<file path="config.mk">
export PLATFORM = sky130hd
export DESIGN_NAME = wb_writeback_queue
export DESIGN_NICKNAME = d
export VERILOG_FILES = /design/src/rtl/wb_writeback_queue_pkg.sv /design/src/rtl/wb_writeback_queue_fifo.sv /design/src/rtl/wb_writeback_queue.sv
export SDC_FILE = /design/constraint.sdc
export NUM_CORES = 1
export LEC_CHECK = 0
export CORE_MARGIN = 5
export CORE_UTILIZATION = 51
export DETAILED_ROUTE_END_ITERATION = 6
export PLACE_DENSITY_LB_ADDON = 0.08
export SYNTH_ARGS = -nofsm -noshare
export SYNTH_HDL_FRONTEND = slang
export SYNTH_SLANG_ARGS = --single-unit
</file>
<file path="constraint.sdc">
create_clock -name clk -period 2.98 [get_ports clk]
set_clock_uncertainty 0.15 [all_clocks]
set_input_delay 0.596 -clock clk [delete_from_list [all_inputs] [get_ports clk]]
set_output_delay 0.596 -clock clk [all_outputs]
set_load 0.03 [all_outputs]
</file>
<file path="src/rtl/wb_writeback_queue_pkg.sv">
// Shared definitions for the writeback queue and its neighbours (decode, hazard units).
package wb_writeback_queue_pkg;

  localparam int unsigned DEF_DATA_W = 32;
  localparam int unsigned DEF_ADDR_W = 5;
  localparam int unsigned DEF_DEPTH  = 4;

  // Register $zero: never written, never reported as a pending write.
  localparam int unsigned ZERO_REG   = 0;

endpackage

</file>
<file path="src/rtl/wb_writeback_queue_fifo.sv">
// Circular buffer of {dst,data} entries: up to two pushes and one pop per cycle.
// Entries are also presented oldest-first with per-entry valid for the hazard scan.
module wb_writeback_queue_fifo #(
  parameter int unsigned DATA_W = 32,
  parameter int unsigned ADDR_W = 5,
  parameter int unsigned DEPTH  = 4,
  parameter int unsigned EW     = ADDR_W + DATA_W,
  parameter int unsigned PW     = $clog2(DEPTH)
) (
  input  logic                clk,
  input  logic                rst,
  input  logic                push_a,
  input  logic [EW-1:0]       entry_a,
  input  logic                push_b,
  input  logic [EW-1:0]       entry_b,
  input  logic                pop,
  output logic [EW-1:0]       head,
  output logic [PW:0]         count,
  output logic [DEPTH*EW-1:0] age_entries,
  output logic [DEPTH-1:0]    age_valid
);

  logic [EW-1:0] mem [DEPTH];
  logic [PW-1:0] wr_ptr;
  logic [PW-1:0] rd_ptr;
  logic [PW-1:0] wr_b;

  // Second push lands behind the first when both arrive together.
  assign wr_b = push_a ? wr_ptr + PW'(1) : wr_ptr;
  assign head = mem[rd_ptr];

  // Entry storage; contents need no reset because valid derives from count.
  always_ff @(posedge clk) begin
    if (push_a) mem[wr_ptr] <= entry_a;
    if (push_b) mem[wr_b]   <= entry_b;
  end

  // Pointer and count update; pointers wrap modulo DEPTH.
  always_ff @(posedge clk or posedge rst) begin
    if (rst) begin
      wr_ptr <= '0;
      rd_ptr <= '0;
      count  <= '0;
    end else begin
      wr_ptr <= wr_ptr + PW'(push_a) + PW'(push_b);
      if (pop) rd_ptr <= rd_ptr + PW'(1);
      count  <= count + (PW+1)'(push_a) + (PW+1)'(push_b) - (PW+1)'(pop);
    end
  end

  // Age-ordered view: slot 0 is the oldest (head), higher slots are younger.
  always_comb begin
    age_entries = '0;
    age_valid   = '0;
    for (int unsigned k = 0; k < DEPTH; k++) begin
      age_entries[k*EW +: EW] = mem[rd_ptr + PW'(k)];
      age_valid[k]            = ((PW+1)'(k) < count);
    end
  end

endmodule

</file>
<file path="src/rtl/wb_writeback_queue.sv">
// Writeback queue: arbitrates ALU/load results into an in-order queue, drives the
// register-file write port one entry per cycle, and reports pending-write hazards.
module wb_writeback_queue
  import wb_writeback_queue_pkg::*;
#(
  parameter int unsigned DATA_W = DEF_DATA_W,
  parameter int unsigned ADDR_W = DEF_ADDR_W,
  parameter int unsigned DEPTH  = DEF_DEPTH
) (
  input  logic                     clk,
  input  logic                     rst,
  input  logic                     alu_valid,
  output logic                     alu_ready,
  input  logic [ADDR_W-1:0]        alu_dst,
  input  logic [DATA_W-1:0]        alu_data,
  input  logic                     ld_valid,
  output logic                     ld_ready,
  input  logic [ADDR_W-1:0]        ld_dst,
  input  logic [DATA_W-1:0]        ld_data,
  input  logic                     wb_hold,
  output logic                     reg_write,
  output logic                     reg_dst,
  output logic [ADDR_W-1:0]        rd_add,
  output logic [DATA_W-1:0]        write_data,
  input  logic [ADDR_W-1:0]        q_rs,
  input  logic [ADDR_W-1:0]        q_rt,
  output logic                     hz_rs,
  output logic                     hz_rt,
  output logic [DATA_W-1:0]        fwd_rs_data,
  output logic [DATA_W-1:0]        fwd_rt_data,
  output logic [$clog2(DEPTH):0]   occupancy,
  output logic                     empty
);

  localparam int unsigned EW = ADDR_W + DATA_W;
  localparam int unsigned CW = $clog2(DEPTH) + 1;
  localparam logic [ADDR_W-1:0] ZA = ADDR_W'(ZERO_REG);

  logic                push_alu;
  logic                push_ld;
  logic                pop;
  logic [EW-1:0]       head;
  logic [DEPTH*EW-1:0] age_entries;
  logic [DEPTH-1:0]    age_valid;

  // Readiness from registered occupancy only; ALU keeps the last free slot.
  assign alu_ready = (occupancy < CW'(DEPTH));
  assign ld_ready  = (occupancy <= CW'(DEPTH - 2));

  // Writes to $zero complete the handshake but are dropped here.
  assign push_alu = alu_valid && alu_ready && (alu_dst != ZA);
  assign push_ld  = ld_valid  && ld_ready  && (ld_dst  != ZA);
  assign pop      = (occupancy != '0) && !wb_hold;

  assign reg_dst  = reg_write;
  assign empty    = (occupancy == '0) && !reg_write;

  wb_writeback_queue_fifo #(
    .DATA_W (DATA_W),
    .ADDR_W (ADDR_W),
    .DEPTH  (DEPTH)
  ) u_fifo (
    .clk         (clk),
    .rst         (rst),
    .push_a      (push_alu),
    .entry_a     ({alu_dst, alu_data}),
    .push_b      (push_ld),
    .entry_b     ({ld_dst, ld_data}),
    .pop         (pop),
    .head        (head),
    .count       (occupancy),
    .age_entries (age_entries),
    .age_valid   (age_valid)
  );

  // Output stage: one-cycle write pulse; address/data hold when idle.
  always_ff @(posedge clk or posedge rst) begin
    if (rst) begin
      reg_write  <= 1'b0;
      rd_add     <= '0;
      write_data <= '0;
    end else begin
      reg_write <= pop;
      if (pop) begin
        rd_add     <= head[EW-1 -: ADDR_W];
        write_data <= head[DATA_W-1:0];
      end
    end
  end

  // Hazard scan: output stage first, then queue oldest-to-youngest so the youngest match wins.
  always_comb begin
    hz_rs       = 1'b0;
    hz_rt       = 1'b0;
    fwd_rs_data = '0;
    fwd_rt_data = '0;
    if (reg_write && (rd_add == q_rs) && (q_rs != ZA)) begin
      hz_rs       = 1'b1;
      fwd_rs_data = write_data;
    end
    if (reg_write && (rd_add == q_rt) && (q_rt != ZA)) begin
      hz_rt       = 1'b1;
      fwd_rt_data = write_data;
    end
    for (int unsigned k = 0; k < DEPTH; k++) begin
      if (age_valid[k] && (age_entries[k*EW + DATA_W +: ADDR_W] == q_rs) && (q_rs != ZA)) begin
        hz_rs       = 1'b1;
        fwd_rs_data = age_entries[k*EW +: DATA_W];
      end
      if (age_valid[k] && (age_entries[k*EW + DATA_W +: ADDR_W] == q_rt) && (q_rt != ZA)) begin
        hz_rt       = 1'b1;
        fwd_rt_data = age_entries[k*EW +: DATA_W];
      end
    end
  end

endmodule

</file>
**After elaboration in Yosys (flattened, before gate mapping)**

Memories as Yosys holds them, arrays and structs flattened.
Cells that the tools add are included.

- Flip-flop bits (word level): 45
- Latch bits: 0
- Memory bits (writable): 148
- Bits in read-only memories: 0
- Bits of input ports: 89
- Output and inout port bits: 111
- Logic and storage cells: 91
- Memories: 1

Memories:

| memory | words | bits a word | read ports | clocked after Yosys merged registers in | write ports | RTL line | RTL |
|---|---|---|---|---|---|---|---|
| u_fifo.mem | 4 | 37 | 4 | 0 | 2 | wb_writeback_queue_fifo.sv:23 | `logic [EW-1:0] mem [DEPTH];` |

- $add $sub $neg: 9
- $mul: 0
- Div/mod/pow operators: 0
- Order comparisons: 6
- Equal/unequal tests: 10
- Shifts and indexed selects: 0
- Mux-type cells: 25
- Bitwise logic cells: 0
- Reduce and logical (&&, ||, !) cells: 34

Operators by type and width:

| kind | count |
|---|---|
| 32-bit two-way mux | 10 |
| 5-bit == test | 10 |
| 1-bit logical AND | 26 |
| 5-bit nonzero test | 4 |
| 1-bit two-way mux | 14 |
| 3-bit by 1-bit adder with 3-bit output | 2 |
| 1-bit by 3-bit < comparator with 1-bit output (first input constant) | 2 |
| 2-bit by 3-bit < comparator with 1-bit output (first input constant) | 2 |
| 2-bit by 1-bit adder with 2-bit output | 2 |
| 2-bit by 1-bit adder with 2-bit output (second input constant) | 2 |
| 2-bit adder (second input constant) | 2 |
| 3-bit by 2-bit less-or-equal comparator with 1-bit output (second input constant) | 1 |
| 3-bit zero test | 1 |
| 3-bit < comparator (second input constant) | 1 |
| 3-bit nonzero test | 1 |
| 3-bit by 1-bit subtractor with 3-bit output | 1 |
| 1-bit zero test | 2 |
| 2-bit two-way mux | 1 |

**Longest topological paths before layout**

Gate-level depths: netlist of the first run.

- Word-level depth: 8
- Depth in mapped cells: 12
- Gate-level depth less buffers: 11

**By module**

From an unflattened synthesis of the first run, not the netlist that was laid out.

- Cell total of the unflattened synthesis: 1133
- Area total of the unflattened synthesis: 15433.6 um^2

By module, submodules not included:

| module | times used | cells each | area each (um^2) | sequential area each (um^2) |
|---|---|---|---|---|
| wb_writeback_queue_fifo | 1 | 586 | 10757.8 | 4619.4 |
| wb_writeback_queue | 1 | 547 | 4675.7 | 950.9 |

**Least setup slack after synthesis of the first run**

Ideal clock, no wire load.

- Path kind: input to output
- Start: in q_rs[2]
- End: out fwd_rs_data[5]
- Arrival: 3.100 ns
- Data required time: 2.234 ns
- Slack: -0.866 ns
- Stages on the path: 10
- Path buffers: 3
- Cell sequence: clkbuf_1 nor4_1 a211o_1 a211oi_1 and4_1 buf_2 nor2_2 buf_2 a221oi_1 o31ai_1

- Word-level cells in the longest chain between the ends: 8
- Elaborated cells between the ends (all ways): 21
- Those cells by class: 5 x eq/ne; 5 x mux; 11 x reduce/logical

RTL lines:

| what | RTL line | RTL |
|---|---|---|
| start, declared | wb_writeback_queue.sv:25 | `input logic [ADDR_W-1:0] q_rs,` |
| 5-bit == test | wb_writeback_queue.sv:97 | `if (reg_write && (rd_add == q_rs) && (q_rs != ZA)) begin` |
| 1-bit logical AND (2 in a row) | wb_writeback_queue.sv:97 |  |
| 32-bit two-way mux | wb_writeback_queue.sv:97 |  |
| 32-bit two-way mux (3 in a row) | wb_writeback_queue.sv:106 | `if (age_valid[k] && (age_entries[k*EW + DATA_W +: ADDR_W] == q_rs) && (q_rs != ZA)) begin` |
| 32-bit two-way mux * | wb_writeback_queue.sv:106 |  |
| end, declared | wb_writeback_queue.sv:29 | `output logic [DATA_W-1:0] fwd_rs_data,` |

Every way passes the cells marked *; elsewhere a longest branch is shown, timed or not.

**Final worst setup path of the first run**

- Start: reg u_fifo.rd_ptr[1]
- End: out fwd_rt_data[18]

- Word-level cells in the longest chain between the ends: 8
- Elaborated cells between the ends (all ways): 20
- Those cells by class: 3 x add/sub; 4 x eq/ne; 4 x mux; 8 x reduce/logical; 1 x memory

RTL lines:

| what | RTL line | RTL |
|---|---|---|
| start, declared | wb_writeback_queue_fifo.sv:25 | `logic [PW-1:0] rd_ptr;` |
| start signal, assigned | wb_writeback_queue_fifo.sv:46 | `if (pop) rd_ptr <= rd_ptr + PW'(1);` |
| 2-bit by 1-bit adder with 2-bit output / memory read 4 x 37 bit (equally long branches) | n/a |  |
| memory read 4 x 37 bit * | n/a |  |
| 5-bit == test / 1-bit logical AND (equally long branches) | wb_writeback_queue.sv:110 | `if (age_valid[k] && (age_entries[k*EW + DATA_W +: ADDR_W] == q_rt) && (q_rt != ZA)) begin` |
| 1-bit logical AND | wb_writeback_queue.sv:110 |  |
| 1-bit logical AND / 32-bit two-way mux (equally long branches) | wb_writeback_queue.sv:110 |  |
| 32-bit two-way mux (2 in a row) | wb_writeback_queue.sv:110 |  |
| 32-bit two-way mux * | wb_writeback_queue.sv:110 |  |
| end, declared | wb_writeback_queue.sv:30 | `output logic [DATA_W-1:0] fwd_rt_data,` |

Marked as above.

==> results.cfg, run 1 <==
[floorplan]
die_w_um = 180.6
dieArea_sq_um = 32610
initial_core_util = 0.5171
ios = 200
rows = 62
core_sq_um = 28700
die_h_um = 180.6

[logic_synthesis]
seq_area_frac_synth = 0.3753
synth-edff-count = 148
async_reset_ff_frac = 0.2332
synthCells = 1156
ys_ff_latch = 193
synth_cell_types = 54
synth_nets = 1255
syn_area_sq_um = 14840
avgSynthCellArea_sq_um = 12.84
synthFlopType = edfxtp_1
yosys_warnings = 0

[worst_setup_path]
cp.arrival_ns = 3.32
cp_num_buf_inv = 8
crit_top_cell = buf_4
critPathRequiredTime_ns = 2.23
path_cells = buf_12 > buf_8 > mux2i_1 > buf_4 > xnor2_1 > nor4_4 > buf_4 > buf_4 > o21ai_4 > buf_12 > buf_12 > o211ai_1 > o211ai_1 > buf_4
end_kind = output pin
critPathLaunchType = flip-flop
crit_fanout = 8
crit_slowest_cell = dfrtp_4
crit_type = reg2out
slowest_delay_ns = 0.50
cp_top_family = buffers and inverters

[clocking]
cts-root-buf = clkbuf_16
insertion_delay_ns = 0.44
cts_tree = built
cts-htree-levels = 4
clk_pin_slew_ns = 0.07
numCtsBuffers = 17
clock_sinks = 193
postCtsHoldBufs = 0
clock_path_buffers = 2

[finish]
num-nets-final = 1641
fillCellCount = 1688
layout-drive-gt1-share = 0.5691
syn2layout_area_growth_pct = 51.53
final_cells = 1941

[placed_design]
port-buffer-count = 199
dp_hpwl_um = 36130
place.gp.congestion = 0.8910
dp_cells = 1845

[detailed_routing]
viasPerCell = 6.849
wirelength_um = 55520
final_antenna_net_count = 0
drc = 0
dr.pass1.iters = 6
drt-wirelength-per-cell_um = 28.60
vias = 13290
drt_iter0_drc = 1671

[timing]
tns_ns = -66.81
setup_violations = 66
fmax_mhz = 245.7
rsz0062_at_grt = yes
report.final.slew_viol_count = 0
post-route-period-util = 1.366
fin_crit_ns = 4.071
max-slew-margin-rel = 0.4520
tightest_slew_ns = 0.8220
hold_viol = 0
setup_slack_ns = -1.091

[grt]
grt-ovfl-total = 0
grt_pass1_vias = 13240
grt_max_degree = 130
grt_pass1_wl_um = 81780
antenna_found_initial = 3
track_usage = 0.3253

[pwr]
leakage_nw = 8.026
power_density_nw_per_um2 = 1042
ir_worst_vdd_v = 0.0006477

[status]
status = finished, violations left
violations = setup timing

[hold_path]
hold_path_class = reg2reg

[run]
drv_cap = 0
==> sequential cells by signal, summed over array words and instances, names as in the netlist <==
name,cells
u_fifo.mem,148
write_data,32
rd_add,5
u_fifo.count,3
u_fifo.rd_ptr,2
u_fifo.wr_ptr,2
reg_dst,1
==> cells by family after synthesis <==
kind of cell    count (synthesis)  share of synthesized area
mux                           350                     0.3602
fa+ha+maj                      10                   0.009948
buf+inv                       135                    0.04341
xor+xnor                       56                    0.03305
flops                         193                     0.3753
compound gates                225                     0.1181
simple gates                  187                    0.05994
==> cell usage after synthesis, types with 7 or more instances <==
cell	n	area [sq um]
mux2_2	190	2140
edfxtp_1	148	4444
mux4_2	128	2883
a221oi_1	61	534.3
buf_2	61	305.3
o211ai_1	56	420.4
nand2_1	49	183.9
nor2_1	49	183.9
dfrtp_1	45	1126
clkbuf_1	43	161.4
xnor2_1	39	341.6
o31ai_1	35	262.8
nand3_1	34	170.2
a22oi_1	31	232.7
mux2i_1	31	310.3
xor2_1	17	148.9
inv_1	15	56.30
a21oi_1	12	60.06
nor4_1	12	75.07
nor3_1	11	55.05
and2_1	7	43.79
buf_6	7	78.83
ha_1	7	87.58
==> area by class of cell <==
type                            count  area [sq um]  share of cell area
Clock inverter                     13         118.9            0.005285
Antenna cell                        2         5.005           0.0002225
Clock buffer                       19         442.9             0.01970
Tap cell                          384         480.5             0.02136
Sequential cell                   193          5580              0.2481
Multi-Input combinational cell    830         10410              0.4628
Timing Repair Buffer              485          5394              0.2398
Inverter                           15         60.06            0.002671
==> per-layer routing <==
metal	vias up	global-route usage	wire [um]
li1	5549	-	-
met1	6718	0.4317	21130
met2	880	0.5294	26840
met3	144	0.07731	5513
met4	2	0.1116	2022
met5	-	0	13
==> report_power, final <==
group | switching (mW) | internal (mW) | total (mW)
Clock | 1.15 | 1.13 | 2.28
Sequential | 1.00 | 4.02 | 5.02
Combinational | 8.18 | 7.95 | 16.1
Total | 10.3 | 13.1 | 23.4
==> path summary, 6_finish.rpt <==
check / start / to / slack (ns) / cells past startpoint
worst max register to register: u_fifo.count[2] / u_fifo.count[1] / 0.05 / 11
worst max-delay path: u_fifo.rd_ptr[1] / fwd_rt_data[18] / -1.09 / 14
worst min register to register: u_fifo.wr_ptr[1] / u_fifo.wr_ptr[1] / 0.39 / 1
max in group asynchronous: rst / write_data[18] / 1.56 / 3
min in group asynchronous: rst / rd_add[0] / 0.49 / 2
worst min-delay path: u_fifo.wr_ptr[1] / u_fifo.wr_ptr[1] / 0.39 / 1
==> what timing repair did <==
action,in CTS,in global routing
setup buffers,37,19
gates resized for setup,170,58
pin swaps,74,61
hold endpoints to repair,0,0
cloned,8,4
setup endpoints to repair,85,187
==> through the flow <==
| stage | util | worst slack (ns) | hold WS, ns | power (mW) | area (sq um) |
|---|---|---|---|---|---|
| finish | 0.7835 | -1.091 | 0.3925 | 23.44 | 22490 |
| global placement | 0.7038 | -1.232 | 0.3683 | 19.14 | 20200 |
| CTS | 0.7679 | -1.102 | 0.3878 | 22.78 | 22040 |
| detailed placement | 0.7038 | -1.298 | 0.3788 | 19.34 | 20200 |
| floorplan | - | -0.3879 | 0.3396 | 14.18 | 16240 |
| global route | 0.7835 | -1.181 | 0.3939 | 24.38 | 22490 |
==> layout by cell type (no fill, tap or decap), types with 7 or more instances in the layout <==
master,count
buf_4,189
mux2_2,188
edfxtp_1,148
clkdlybuf4s50_1,129
mux4_2,128
buf_6,71
buf_12,71
o211ai_1,56
dfrtp_1,41
nand2_1,40
o31ai_4,34
xnor2_1,33
a221oi_4,33
nor2_1,32
nand3_1,29
a22oi_1,26
clkbuf_16,21
mux2i_1,19
a221oi_1,19
xor2_1,15
nor2_2,13
inv_1,12
buf_8,12
a21oi_1,10
mux2i_4,9
a221oi_2,9
nor3_1,7
ha_1,7
Power figures use the tool's default switching activity.
==> inputs of run 2 (changes only) <==
--- a/config.mk
+++ b/config.mk
@@ -9,6 +9,7 @@
 export CORE_UTILIZATION = 51
 export DETAILED_ROUTE_END_ITERATION = 6
 export PLACE_DENSITY_LB_ADDON = 0.08
+export SKIP_LAST_GASP = 1
 export SYNTH_ARGS = -nofsm -noshare
 export SYNTH_HDL_FRONTEND = slang
 export SYNTH_SLANG_ARGS = --single-unit
==> run 2 against run 1 <==
  * The flow still finishes with violations (setup timing)
  * Worst hold slack barely moved
  * Global-route usage barely moved
  * Combinational power about the same
  * Sequential cell count unchanged
  * Final cell count is essentially flat
  * Core utilization decreased by 0.070 points
  * Non-clock buffer count decreased by 1
  * Clock power barely moved
==> results.cfg, run 2 (same netlist as run 1, synthesis figures left out) <==
[floorplan]
ios = 200
rows = 62
die_h_um = 180.6
core_sq_um = 28700
dieArea_sq_um = 32610
initial_core_util = 0.5171
die_w_um = 180.6

[clocking]
cts-htree-levels = 4
clock_path_buffers = 2
cts_tree = built
insertion_delay_ns = 0.44
numCtsBuffers = 17
cts-root-buf = clkbuf_16
clock_sinks = 193
clk_pin_slew_ns = 0.07
postCtsHoldBufs = 0

[placed_design]
place.gp.congestion = 0.8910
port-buffer-count = 199
dp_cells = 1845
dp_hpwl_um = 36130

[grt]
grt_pass1_wl_um = 81800
grt_pass1_vias = 13260
grt_max_degree = 130
grt-ovfl-total = 0
track_usage = 0.3250
antenna_found_initial = 3

[pwr]
power_density_nw_per_um2 = 1043
leakage_nw = 8.028
ir_worst_vdd_v = 0.0006110

[timing]
fin_crit_ns = 4.102
setup_violations = 66
hold_viol = 0
max-slew-margin-rel = 0.4294
fmax_mhz = 243.8
setup_slack_ns = -1.122
tightest_slew_ns = 0.8559
rsz0062_at_grt = yes
post-route-period-util = 1.376
report.final.slew_viol_count = 0

[worst_setup_path]
crit_type = reg2out
end_kind = output pin
cp.arrival_ns = 3.36
critPathLaunchType = flip-flop
cp_num_buf_inv = 5
critPathRequiredTime_ns = 2.23
crit_slowest_cell = dfrtp_4
path_cells = buf_8 > buf_6 > mux4_2 > or3_4 > a21oi_4 > o21a_2 > buf_12 > buf_4 > a221oi_1 > o211ai_1 > buf_4
crit_top_cell = buf_4
crit_fanout = 11
slowest_delay_ns = 0.52
cp_top_family = buffers and inverters

[finish]
layout_commonest_cell = buf_4
syn2layout_area_growth_pct = 51.39
fillCellCount = 1692
top_register = u_fifo.mem
final_cells = 1940
largest_registers = u_fifo.mem (148), write_data (32), rd_add (5)
num-nets-final = 1640
layout-drive-gt1-share = 0.5734
largest_reg_flops = 148
mostFrequentLayoutCells = buf_4, mux2_2, edfxtp_1
postLayoutCoreUtil = 0.7828

[run]
drv_cap = 0

[status]
status = finished, violations left
violations = setup timing

[detailed_routing]
drt-wirelength-per-cell_um = 28.76
final_antenna_net_count = 0
drc = 0
dr.pass1.iters = 5
viasPerCell = 6.887
wirelength_um = 55790
vias = 13360
drt_iter0_drc = 1449

[hold_path]
hold_path_class = reg2reg
run 2: final cells by class:
class,count,area [sq um],area share
Multi-Input combinational cell,830,10410,0.4632
Sequential cell,193,5580,0.2484
Timing Repair Buffer,484,5374,0.2392
Tap cell,384,480.5,0.02138
Clock buffer,19,442.9,0.01971
Clock inverter,13,118.9,0.005290
Inverter,15,60.06,0.002673
Antenna cell,2,5.005,0.0002227
run 2: worst paths after layout:
path	end	startpoint	depth (start not counted)	slack, ns
min in group asynchronous	rd_add[0]	rst	2	0.50
max in group asynchronous	u_fifo.rd_ptr[0]	rst	2	1.53
worst max register to register	u_fifo.count[1]	u_fifo.count[1]	11	0.03
worst min-delay path	u_fifo.wr_ptr[1]	u_fifo.wr_ptr[1]	1	0.39
worst max-delay path	fwd_rt_data[18]	u_fifo.rd_ptr[0]	11	-1.12
worst min register to register	u_fifo.wr_ptr[1]	u_fifo.wr_ptr[1]	1	0.39
run 2: repair_timing:
| item | CTS | global route |
|---|---|---|
| gates cloned | 8 | 5 |
| resized for setup | 152 | 69 |
| buffers inserted | 37 | 15 |
| pin swaps | 73 | 74 |
| endpoints found under the setup margin | 85 | 191 |
run 2: routing by layer:
layer / GRT usage / vias to the layer above / wire (um)
li1: - / 5534 / -
met1: 0.4356 / 6740 / 21290
met3: 0.07146 / 169 / 5521
met2: 0.5247 / 915 / 26770
met5: 0 / - / 13
met4: 0.1186 / 2 / 2202
run 2: worst register-to-register path: cells and delay by family, from the launching register on:
kind | cells | cell delay, ns
buffers and inverters | 3 | 0.42
AND/OR/NAND/NOR | 1 | 0.15
adder cells (fa/ha/maj) | 4 | 1.23
AO/OA/AOI/OAI | 3 | 0.48
flip-flops | 1 | 0.41
run 2: power breakdown:
part,internal (mW),switching [mW],total [mW]
Clock,1.13,1.15,2.28
Combinational,7.92,8.21,16.1
Sequential,4.02,0.997,5.02
run 2: stage by stage:
stage               hold slack [ns]  cell area [sq um]  setup slack (ns)  total power [mW]  TNS, ns
floorplan                    0.3396              16240           -0.3879             14.18   -19.31
global placement             0.3683              20200            -1.232             19.14  -178.28
detailed placement           0.3788              20200            -1.298             19.34  -178.65
CTS                          0.3878              21970            -1.102             22.73   -66.90
global route                 0.4027              22470            -1.175             24.34   -71.77
finish                       0.3929              22470            -1.122             23.43   -66.64
